### config.mk
export PLATFORM = sky130hd
export DESIGN_NAME = mem_port_arbiter_flat
export DESIGN_NICKNAME = d
export VERILOG_FILES = /design/src/rtl/mem_port_arbiter_pkg.sv /design/src/rtl/mem_port_arbiter_if.sv /design/src/rtl/mem_port_arbiter_starve.sv /design/src/rtl/mem_port_arbiter.sv /design/src/flat_wrapper.sv
export SDC_FILE = /design/constraint.sdc
export NUM_CORES = 1
export LEC_CHECK = 0
export CAP_MARGIN = 20
export CELL_PAD_IN_SITES_DETAIL_PLACEMENT = 0
export CELL_PAD_IN_SITES_GLOBAL_PLACEMENT = 1
export CORE_MARGIN = 3
export CORE_UTILIZATION = 27
export DETAILED_ROUTE_END_ITERATION = 6
export PLACE_DENSITY = 0.86
export SLEW_MARGIN = 20
export SYNTH_ARGS = -nofsm -noshare
export SYNTH_HDL_FRONTEND = slang
export SYNTH_HIERARCHICAL = 1
export SYNTH_SLANG_ARGS = --single-unit
### constraint.sdc
create_clock -name clk -period 3.2 [get_ports clk]
set_input_delay 0.96 -clock clk [delete_from_list [all_inputs] [get_ports clk]]
set_output_delay 0.96 -clock clk [all_outputs]
set_load 0.01 [all_outputs]
### src/rtl/mem_port_arbiter_pkg.sv
// ---------------------------------------------------------------------------
// mem_arb_pkg
// Shared types and constants for the memory port arbiter.
//   arb_state_t  : arbiter FSM states (IDLE, RD_WAIT)
//   owner_t      : which requester owns the outstanding read
//   STARVE_CNT_W : width of the fetch starvation counter
// ---------------------------------------------------------------------------
package mem_arb_pkg;

  typedef enum logic {IDLE, RD_WAIT} arb_state_t;

  typedef enum logic [1:0] {OWN_NONE, OWN_IF, OWN_D} owner_t;

  localparam int STARVE_CNT_W = 4;

endpackage

### src/rtl/mem_port_arbiter_if.sv
// ---------------------------------------------------------------------------
// mem_port_arbiter_if
// Bundles the fetch requester, the load/store requester and the memory unit
// port that the arbiter multiplexes between them.
//   slave  : arbiter view (takes requests, returns grants/data, drives memory)
//   master : requester/memory view (issues requests, supplies mem_rdata)
// ---------------------------------------------------------------------------
interface mem_port_arbiter_if #(
  parameter int ADDR_WIDTH = 10
);

  logic                  if_req;
  logic [ADDR_WIDTH-1:0] if_addr;
  logic                  if_gnt;
  logic                  if_rvalid;
  logic [31:0]           if_rdata;

  logic                  d_req;
  logic                  d_we;
  logic [ADDR_WIDTH-1:0] d_addr;
  logic [31:0]           d_wdata;
  logic                  d_gnt;
  logic                  d_rvalid;
  logic [31:0]           d_rdata;

  logic [ADDR_WIDTH-1:0] mem_addr;
  logic [31:0]           mem_wdata;
  logic                  mem_write_en;
  logic                  mem_read;
  logic [31:0]           mem_rdata;

  modport slave (
    input  if_req, if_addr, d_req, d_we, d_addr, d_wdata, mem_rdata,
    output if_gnt, if_rvalid, if_rdata, d_gnt, d_rvalid, d_rdata,
           mem_addr, mem_wdata, mem_write_en, mem_read
  );

  modport master (
    output if_req, if_addr, d_req, d_we, d_addr, d_wdata, mem_rdata,
    input  if_gnt, if_rvalid, if_rdata, d_gnt, d_rvalid, d_rdata,
           mem_addr, mem_wdata, mem_write_en, mem_read
  );

endinterface

### src/rtl/mem_port_arbiter_starve.sv
// ---------------------------------------------------------------------------
// arb_starve_counter
// Counts consecutive data grants taken while a fetch is waiting, saturating
// at LIMIT. at_limit tells the arbiter to hand the port to fetch.
//   clk, rst : clock, asynchronous active-low reset
//   inc      : data grant while fetch pending
//   clr      : fetch granted or no fetch pending (wins over inc)
//   at_limit : count has reached LIMIT
// ---------------------------------------------------------------------------
module arb_starve_counter
  import mem_arb_pkg::*;
#(
  parameter int LIMIT = 3
) (
  input  logic clk,
  input  logic rst,
  input  logic inc,
  input  logic clr,
  output logic at_limit
);

  localparam logic [STARVE_CNT_W-1:0] LIMIT_C = STARVE_CNT_W'(LIMIT);

  logic [STARVE_CNT_W-1:0] cnt_q, cnt_d;

  always_comb begin
    cnt_d = cnt_q;
    if (clr) begin
      cnt_d = '0;
    end else if (inc && (cnt_q != LIMIT_C)) begin
      cnt_d = cnt_q + STARVE_CNT_W'(1);
    end
  end

  always_ff @(posedge clk or negedge rst) begin
    if (!rst) begin
      cnt_q <= '0;
    end else begin
      cnt_q <= cnt_d;
    end
  end

  assign at_limit = (cnt_q == LIMIT_C);

endmodule

### src/rtl/mem_port_arbiter.sv
// ---------------------------------------------------------------------------
// mem_port_arbiter
// Shares one memory/IO port (1-cycle registered read latency) between the
// instruction fetch requester and the load/store requester. Data wins by
// default; after STARVE_LIMIT consecutive data grants with fetch waiting,
// fetch is forced through. One transaction outstanding at a time.
//   clk, rst : clock, asynchronous active-low reset
//   bus      : requester and memory signals (slave modport)
//   busy     : high while waiting for read data (RD_WAIT)
// ---------------------------------------------------------------------------
module mem_port_arbiter
  import mem_arb_pkg::*;
#(
  parameter int ADDR_WIDTH   = 10,
  parameter int STARVE_LIMIT = 3
) (
  input  logic                clk,
  input  logic                rst,
  mem_port_arbiter_if.slave   bus,
  output logic                busy
);

  arb_state_t            state_q, state_d;
  owner_t                owner_q, owner_d;
  logic [31:0]           if_rdata_q, if_rdata_d;
  logic [31:0]           d_rdata_q, d_rdata_d;

  logic                  data_win, fetch_win, at_limit;
  logic                  if_gnt, d_gnt, rd_en, wr_en;
  logic                  if_rvalid, d_rvalid;
  logic [ADDR_WIDTH-1:0] addr_sel;
  logic [31:0]           wdata_sel;

  arb_starve_counter #(
    .LIMIT (STARVE_LIMIT)
  ) u_starve (
    .clk      (clk),
    .rst      (rst),
    .inc      (d_gnt && bus.if_req),
    .clr      (if_gnt || !bus.if_req),
    .at_limit (at_limit)
  );

  // Fetch only overrides data once the starvation limit is reached.
  assign data_win  = bus.d_req && !(bus.if_req && at_limit);
  assign fetch_win = !data_win && bus.if_req;

  always_comb begin
    state_d   = state_q;
    owner_d   = owner_q;
    if_gnt    = 1'b0;
    d_gnt     = 1'b0;
    rd_en     = 1'b0;
    wr_en     = 1'b0;
    addr_sel  = '0;
    wdata_sel = '0;
    if_rvalid = 1'b0;
    d_rvalid  = 1'b0;
    case (state_q)
      IDLE: begin
        // Grants are combinational, so they must be masked while in reset.
        if (rst) begin
          if (data_win) begin
            d_gnt     = 1'b1;
            addr_sel  = bus.d_addr;
            wdata_sel = bus.d_wdata;
            if (bus.d_we) begin
              wr_en = 1'b1;
            end else begin
              rd_en   = 1'b1;
              owner_d = OWN_D;
              state_d = RD_WAIT;
            end
          end else if (fetch_win) begin
            if_gnt   = 1'b1;
            addr_sel = bus.if_addr;
            rd_en    = 1'b1;
            owner_d  = OWN_IF;
            state_d  = RD_WAIT;
          end
        end
      end
      RD_WAIT: begin
        if_rvalid = (owner_q == OWN_IF);
        d_rvalid  = (owner_q == OWN_D);
        owner_d   = OWN_NONE;
        state_d   = IDLE;
      end
      default: begin
        owner_d = OWN_NONE;
        state_d = IDLE;
      end
    endcase
    // Read data passes straight through in the valid cycle and is then held.
    if_rdata_d = if_rvalid ? bus.mem_rdata : if_rdata_q;
    d_rdata_d  = d_rvalid  ? bus.mem_rdata : d_rdata_q;
  end

  always_ff @(posedge clk or negedge rst) begin
    if (!rst) begin
      state_q    <= IDLE;
      owner_q    <= OWN_NONE;
      if_rdata_q <= '0;
      d_rdata_q  <= '0;
    end else begin
      state_q    <= state_d;
      owner_q    <= owner_d;
      if_rdata_q <= if_rdata_d;
      d_rdata_q  <= d_rdata_d;
    end
  end

  assign bus.if_gnt       = if_gnt;
  assign bus.d_gnt        = d_gnt;
  assign bus.if_rvalid    = if_rvalid;
  assign bus.d_rvalid     = d_rvalid;
  assign bus.if_rdata     = if_rdata_d;
  assign bus.d_rdata      = d_rdata_d;
  assign bus.mem_addr     = addr_sel;
  assign bus.mem_wdata    = wdata_sel;
  assign bus.mem_write_en = wr_en;
  assign bus.mem_read     = rd_en;
  assign busy             = (state_q == RD_WAIT);

endmodule
### src/flat_wrapper.sv
// flat-port wrapper written by rule: the top's interface ports become plain ports
module mem_port_arbiter_flat import mem_arb_pkg::*;
#(
  parameter int ADDR_WIDTH   = 10,
  parameter int STARVE_LIMIT = 3
)
  (clk, rst, busy, bus_if_req, bus_if_addr, bus_d_req, bus_d_we, bus_d_addr, bus_d_wdata, bus_mem_rdata, bus_if_gnt, bus_if_rvalid, bus_if_rdata, bus_d_gnt, bus_d_rvalid, bus_d_rdata, bus_mem_addr, bus_mem_wdata, bus_mem_write_en, bus_mem_read);
  mem_port_arbiter_if #(.ADDR_WIDTH(ADDR_WIDTH)) bus_i ();
  input  logic clk;
  input  logic rst;
  output logic busy;
  input wire logic [$bits(bus_i.if_req)-1:0] bus_if_req;
  input wire logic [$bits(bus_i.if_addr)-1:0] bus_if_addr;
  input wire logic [$bits(bus_i.d_req)-1:0] bus_d_req;
  input wire logic [$bits(bus_i.d_we)-1:0] bus_d_we;
  input wire logic [$bits(bus_i.d_addr)-1:0] bus_d_addr;
  input wire logic [$bits(bus_i.d_wdata)-1:0] bus_d_wdata;
  input wire logic [$bits(bus_i.mem_rdata)-1:0] bus_mem_rdata;
  output wire logic [$bits(bus_i.if_gnt)-1:0] bus_if_gnt;
  output wire logic [$bits(bus_i.if_rvalid)-1:0] bus_if_rvalid;
  output wire logic [$bits(bus_i.if_rdata)-1:0] bus_if_rdata;
  output wire logic [$bits(bus_i.d_gnt)-1:0] bus_d_gnt;
  output wire logic [$bits(bus_i.d_rvalid)-1:0] bus_d_rvalid;
  output wire logic [$bits(bus_i.d_rdata)-1:0] bus_d_rdata;
  output wire logic [$bits(bus_i.mem_addr)-1:0] bus_mem_addr;
  output wire logic [$bits(bus_i.mem_wdata)-1:0] bus_mem_wdata;
  output wire logic [$bits(bus_i.mem_write_en)-1:0] bus_mem_write_en;
  output wire logic [$bits(bus_i.mem_read)-1:0] bus_mem_read;
  assign bus_i.if_req = bus_if_req;
  assign bus_i.if_addr = bus_if_addr;
  assign bus_i.d_req = bus_d_req;
  assign bus_i.d_we = bus_d_we;
  assign bus_i.d_addr = bus_d_addr;
  assign bus_i.d_wdata = bus_d_wdata;
  assign bus_i.mem_rdata = bus_mem_rdata;
  assign bus_if_gnt = bus_i.if_gnt;
  assign bus_if_rvalid = bus_i.if_rvalid;
  assign bus_if_rdata = bus_i.if_rdata;
  assign bus_d_gnt = bus_i.d_gnt;
  assign bus_d_rvalid = bus_i.d_rvalid;
  assign bus_d_rdata = bus_i.d_rdata;
  assign bus_mem_addr = bus_i.mem_addr;
  assign bus_mem_wdata = bus_i.mem_wdata;
  assign bus_mem_write_en = bus_i.mem_write_en;
  assign bus_mem_read = bus_i.mem_read;
  mem_port_arbiter #(.ADDR_WIDTH(ADDR_WIDTH), .STARVE_LIMIT(STARVE_LIMIT)) u_core (.clk(clk), .rst(rst), .bus(bus_i), .busy(busy));
endmodule
Word-level counts from Yosys, hierarchy flattened
Index checks and enable logic that the tools add are counted.
{"block": "word_totals", "in_bits": 89, "wordCells": 59, "register_bits": 71}
{"block": "classes", "eq_ne": 7, "add_sub_neg": 1, "n_mux": 34, "bitwise_logic": 1, "n_reduce_logical": 11}
{"op": "two-way mux 32 bit", "n": 5}
{"op": "two-way mux 10 bit", "n": 4}
{"op": "two-way mux 1 bit", "n": 17}
{"op": "two-way mux 2 bit", "n": 4}
{"op": "two-way mux 4 bit", "n": 2}
{"op": "logical AND 1 bit", "n": 5}
{"op": "adder 4 x 1 -> 4 bit, second input constant", "n": 1}
{"op": "== test 4 x 2 -> 1 bit, second input constant", "n": 1}
{"op": "inequality test 4 x 2 -> 1 bit, second input constant", "n": 1}
{"op": "one-hot mux 2 bit (2 select lines)", "n": 1}
{"op": "zero test 1 bit", "n": 3}
{"op": "inequality test 3 x 1 -> 1 bit, second input constant", "n": 1}
{"op": "inequality test 3 bit, second input constant", "n": 1}
{"op": "AND reduction 3 bit", "n": 1}
{"op": "== test 2 x 1 -> 1 bit, second input constant", "n": 1}
{"op": "== test 2 bit, second input constant", "n": 1}
{"op": "inequality test 2 bit, second input constant", "n": 1}
{"op": "one-hot mux 1 bit (2 select lines)", "n": 1}
{"op": "nonzero test 2 bit", "n": 1}
{"op": "logical OR 1 bit", "n": 1}
{"op": "NOT 1 bit", "n": 1}

Logic depth before layout (Yosys ltp)
{"block": "logic_depth", "word_depth": 12, "ltp_mapped": 7, "mapped_depth_nobuf": 7}

Modules after synthesis
Netlist, hierarchy kept.
{"mod": "mem_port_arbiter", "cells_each": 210, "n_inst": 1, "seq_area_each_um2": 1676.6, "area_per_inst_um2": 2922.8}
{"mod": "arb_starve_counter", "cells_each": 20, "n_inst": 1, "seq_area_each_um2": 100.1, "area_per_inst_um2": 221.5}

Worst setup path after synthesis
Ideal clock, no wire load.
{"block": "synth_path", "kind": "input to output", "from": "in bus_d_req", "to": "out bus_mem_addr[0]", "path_stages": 4, "slack_ns": 0.466, "t_arrival_ns": 1.774, "required_ns": 2.240, "n_path_buf": 1, "path_cell_list": "nor2b_1 nor3_1 buf_2 a22o_1"}
{"block": "synth_via", "elab_chain_len": 7}
{"element": "start: declaration", "line_no": "flat_wrapper.sv:14", "source": "input wire logic [$bits(bus_i.d_req)-1:0] bus_d_req;"}
{"element": "logical AND 1 bit *", "line_no": "mem_port_arbiter.sv:45", "source": "assign data_win = bus.d_req && !(bus.if_req && at_limit);"}
{"element": "zero test 1 bit", "line_no": "mem_port_arbiter.sv:46", "source": "assign fetch_win = !data_win && bus.if_req;"}
{"element": "logical AND 1 bit", "line_no": "mem_port_arbiter.sv:46"}
{"element": "two-way mux 10 bit", "line_no": "mem_port_arbiter.sv:74", "source": "end else if (fetch_win) begin"}
{"element": "two-way mux 10 bit *", "line_no": "mem_port_arbiter.sv:63", "source": "if (data_win) begin"}
{"element": "two-way mux 10 bit *", "line_no": "mem_port_arbiter.sv:62", "source": "if (rst) begin"}
{"element": "two-way mux 10 bit *", "line_no": "mem_port_arbiter.sv:59", "source": "case (state_q)"}
{"element": "end: declaration", "line_no": "flat_wrapper.sv:25", "source": "output wire logic [$bits(bus_i.mem_addr)-1:0] bus_mem_addr;"}
Every way passes the cells marked *; elsewhere a longest branch is shown, timed or not.

Worst setup path in the final report
{"block": "layout_path", "from": "in bus_if_req", "to": "out bus_mem_addr[5]"}
{"block": "layout_via", "elab_chain_len": 9}
{"element": "start: declaration", "line_no": "flat_wrapper.sv:12", "source": "input wire logic [$bits(bus_i.if_req)-1:0] bus_if_req;"}
{"element": "logical AND 1 bit", "line_no": "mem_port_arbiter.sv:45"}
{"element": "zero test 1 bit", "line_no": "mem_port_arbiter.sv:45"}
{"element": "logical AND 1 bit", "line_no": "mem_port_arbiter.sv:45"}
{"element": "zero test 1 bit", "line_no": "mem_port_arbiter.sv:46"}
{"element": "logical AND 1 bit", "line_no": "mem_port_arbiter.sv:46"}
{"element": "two-way mux 10 bit", "line_no": "mem_port_arbiter.sv:74"}
{"element": "two-way mux 10 bit *", "line_no": "mem_port_arbiter.sv:63"}
{"element": "two-way mux 10 bit *", "line_no": "mem_port_arbiter.sv:62"}
{"element": "two-way mux 10 bit *", "line_no": "mem_port_arbiter.sv:59"}
Marks and branches as above.

==> flow_summary_export.csv <==
group,metric,value,unit
sta,period_share,98.09,%
worst_setup_path,cp-start-kind,"primary input",
yosys,synthCells,230,
clock_tree,htree_levels,3,
finish,syn_to_final_growth,80.82,%
drt,drc,0,
finish,diodes,0,
finish,fin_area,5685,um2
job,drv_cap,0,
sta,finalHoldViolCount,0,
global_route,grt_pass1_wl,15530,um
place,preCtsSetupSlack,-0.5430,ns
floorplanning,initial_core_util,28.26,%
clock_tree,clock_path_buffers,2,
worst_hold_path,whs_endpoint,"u_core/if_rdata_q[13]",
pwr,leakagePower,2.535,nW
sta,grt_setup_unrepaired,"false",
finish,fin_nets,546,
drt,post_drt_wl_per_cell,16.86,um
place,dp_hpwl,7276,um
worst_setup_path,crit_chain,"clkdlybuf4s15_2 -> a211oi_4 -> buf_6 -> buf_12 -> a22o_1 -> dlygate4sd2_1",
worst_hold_path,hp-class,"reg2reg",
finish,fill_cells,1017,
yosys,synthTopCellsByArea,"dfrtp_1, mux2_2, and2_1",
yosys,yosysTopAreaCell,"dfrtp_1",
global_route,antenna_found_initial,0,
drt,routed_wl,10110,um
clock_tree,clock_tree.root_cell,"clkbuf_16",
yosys,synth_top_area_share,56.51,%
pwr,ir_drop,0.5109,mV
worst_setup_path,cp-end-kind,"output port",
floorplanning,die_width,113.9,um
sta,fin_setup_tns,0,ns
drt,dr.pass1.iters,5,
pwr,power_density,713.2,nW/um2
clock_tree,clock_latency,0.33,ns
yosys,synth-edff-count,0,
worst_setup_path,arrival,2.18,ns
sta,worstMarginPinSlew,0.8973,ns
global_route,grt_pass1_vias,2913,
sta,clock_skew,0.004293,ns
finish,layout-drive-gt1-share,30.87,%
place,dpl_cell_area,5414,um2
yosys,ys.flop_type,"dfrtp_1",
worst_setup_path,critPathSlowestCell,"a211oi_4",
yosys,synth-seq-cells,71,
global_route,grt_overflow,0,
worst_setup_path,r2r_start,"u_core/u_starve/cnt_q[1]",
global_route,grt_max_degree,72,
floorplanning,dieArea,12980,um2
worst_setup_path,critical_path_class,"in2out",
sta,min_period,3.139,ns
clock_tree,cts_buffers,9,
yosys,ys_seq_area_share,56.51,%
yosys,synth_fp_nets,320,
drt,drtIter0Drc,103,
place,io_buffers,201,
clock_tree,clkTransAtPathRegs,0.05,ns
yosys,avgSynthCellArea,13.67,um2
worst_setup_path,r2r_cells,9,
worst_setup_path,crit_fanout,11,
clock_tree,cts_tree,"yes",
run_status,status,"finished, final reports clean",
sta,maxSlewHeadroom,40.18,%
drt,vias,2758,
worst_setup_path,critPathLaunch,"bus_if_req",
drt,viasPerCell,4.597,
floorplanning,die_h,113.9,um
worst_hold_path,min_from,"u_core/if_rdata_q[13]",
sta,layout_setup_ws,0.06110,ns
sta,max_freq,318.6,MHz
worst_setup_path,reg2reg_slack,1.23,ns
yosys,synthArstFlopShare,100.0,%
sta,final-setup-viol-count,0,
sta,whs,0.4891,ns
floorplanning,core_area,11130,um2
yosys,syn_area,3144,um2
clock_tree,ctsHoldBuffers,0,
worst_setup_path,cpPeakStageDelay,0.30,ns
worst_setup_path,worstPathRequired,2.24,ns
worst_setup_path,r2r-end,"u_core/u_starve/cnt_q[0]",
clock_tree,numClockSinks,71,
drt,ant_nets,0,
sta,slew_viol_final,0,
floorplanning,io_pins,202,
global_route,track_usage,15.39,%
yosys,yosys_warnings,6,
yosys,synth_cell_types,31,
place,place.gp.congestion,0.7893,
worst_hold_path,hold_depth,1,
floorplanning,std_cell_rows,38,
==> logic make-up after synthesis <==
| logic type | Yosys count | synth area share [%] |
|---|---|---|
| flops | 71 | 56.51 |
| mux | 66 | 23.72 |
| simple gates | 57 | 11.14 |
| compound gates | 17 | 4.576 |
| buf+inv | 17 | 3.382 |
| xor+xnor | 1 | 0.2786 |
| fa+ha+maj | 1 | 0.3979 |
==> registers in the layout (all words and copies together), names as in the netlist <==
signal / flops
u_core/d_rdata_q: 32
u_core/if_rdata_q: 32
u_core/u_starve/cnt_q: 4
u_core/owner_q: 2
u_core/busy: 1
==> cell type report <==
| cell class | instances | area (um2) | share of cell area [%] |
|---|---|---|---|
| Tap cell | 140 | 175.2 | 3.081 |
| Clock inverter | 6 | 37.54 | 0.6602 |
| Sequential cell | 71 | 1778 | 31.27 |
| Inverter | 5 | 18.77 | 0.3301 |
| Timing Repair Buffer | 227 | 2152 | 37.85 |
| Multi-Input combinational cell | 142 | 1299 | 22.84 |
| Clock buffer | 9 | 225.2 | 3.961 |
==> metal layers <==
metal / vias to the layer above / share of wire [%] / GRT usage, %
met1: 1341 / 37 / 17.25
met3: 13 / 12 / 6.737
met2: 152 / 50 / 26.50
met4: 0 / 1.2 / 4.592
li1: 1252 / - / -
met5: - / 0 / 0
==> report_power, final <==
| group | switching [mW] | leakage, nW | internal [mW] |
|---|---|---|---|
| Clock | 0.371 | 0.135 | 0.518 |
| Combinational | 0.692 | 1.56 | 1.10 |
| Sequential | 0.0928 | 0.838 | 1.28 |
| Total | 1.16 | 2.53 | 2.90 |
==> worst max-delay path, delay by kind of cell <==
family	cells	cell delay (ns)
buf+inv	4	0.77
compound gates	2	0.44
==> cell usage after synthesis (3+ instances only) <==
library cell	count
dfrtp_1	71
mux2_2	64
and2_1	33
a22o_1	10
buf_2	7
inv_1	5
buf_6	4
nand2_1	3
nand2b_1	3
nor2_1	3
nor3_1	3
==> metrics by stage <==
step                      util [%]  total power, mW  std cells
after detailed placement     48.66            3.194        577
after floorplan                  -            2.104        230
after global routing         51.10            4.283        600
final                        51.10            4.055        600
after global placement       48.66            3.158        577
after CTS                    51.72            4.125        599
==> layout by cell type (no fill, tap or decap), types with 2 or more instances in the layout <==
master	n
clkinv_2	4
nor2b_2	2
clkdlybuf4s15_1	2
dfrtp_1	70
nor3_2	2
buf_12	3
nand2b_1	3
a21oi_1	2
a22o_1	10
mux2_2	64
clkbuf_2	23
dlygate4sd2_1	22
nand2_1	3
clkdlybuf4s50_1	152
buf_16	2
buf_6	3
clkbuf_16	9
nor2_1	3
a31oi_1	2
nand3b_1	2
buf_4	19
and2_1	33
inv_1	5
==> how the worst max path moves through the flow <==
| stage | endpoint | slack, ns |
|---|---|---|
| after detailed placement | bus_mem_addr[8] | -0.54 |
| final | bus_mem_addr[5] | 0.06 |
| after floorplan | bus_mem_addr[0] | 0.47 |
| after global placement | bus_mem_addr[4] | -0.52 |
| after global routing | bus_mem_wdata[6] | 0.003 |
| after CTS | bus_mem_wdata[16] | 0.0003 |
==> timing repair <==
item,in CTS,in global routing
endpoints found under the setup margin,46,57
setup buffers,5,1
pin swaps,2,1
resized for setup,74,37
cloned,2,0
(Power assumes the default switching activity.)
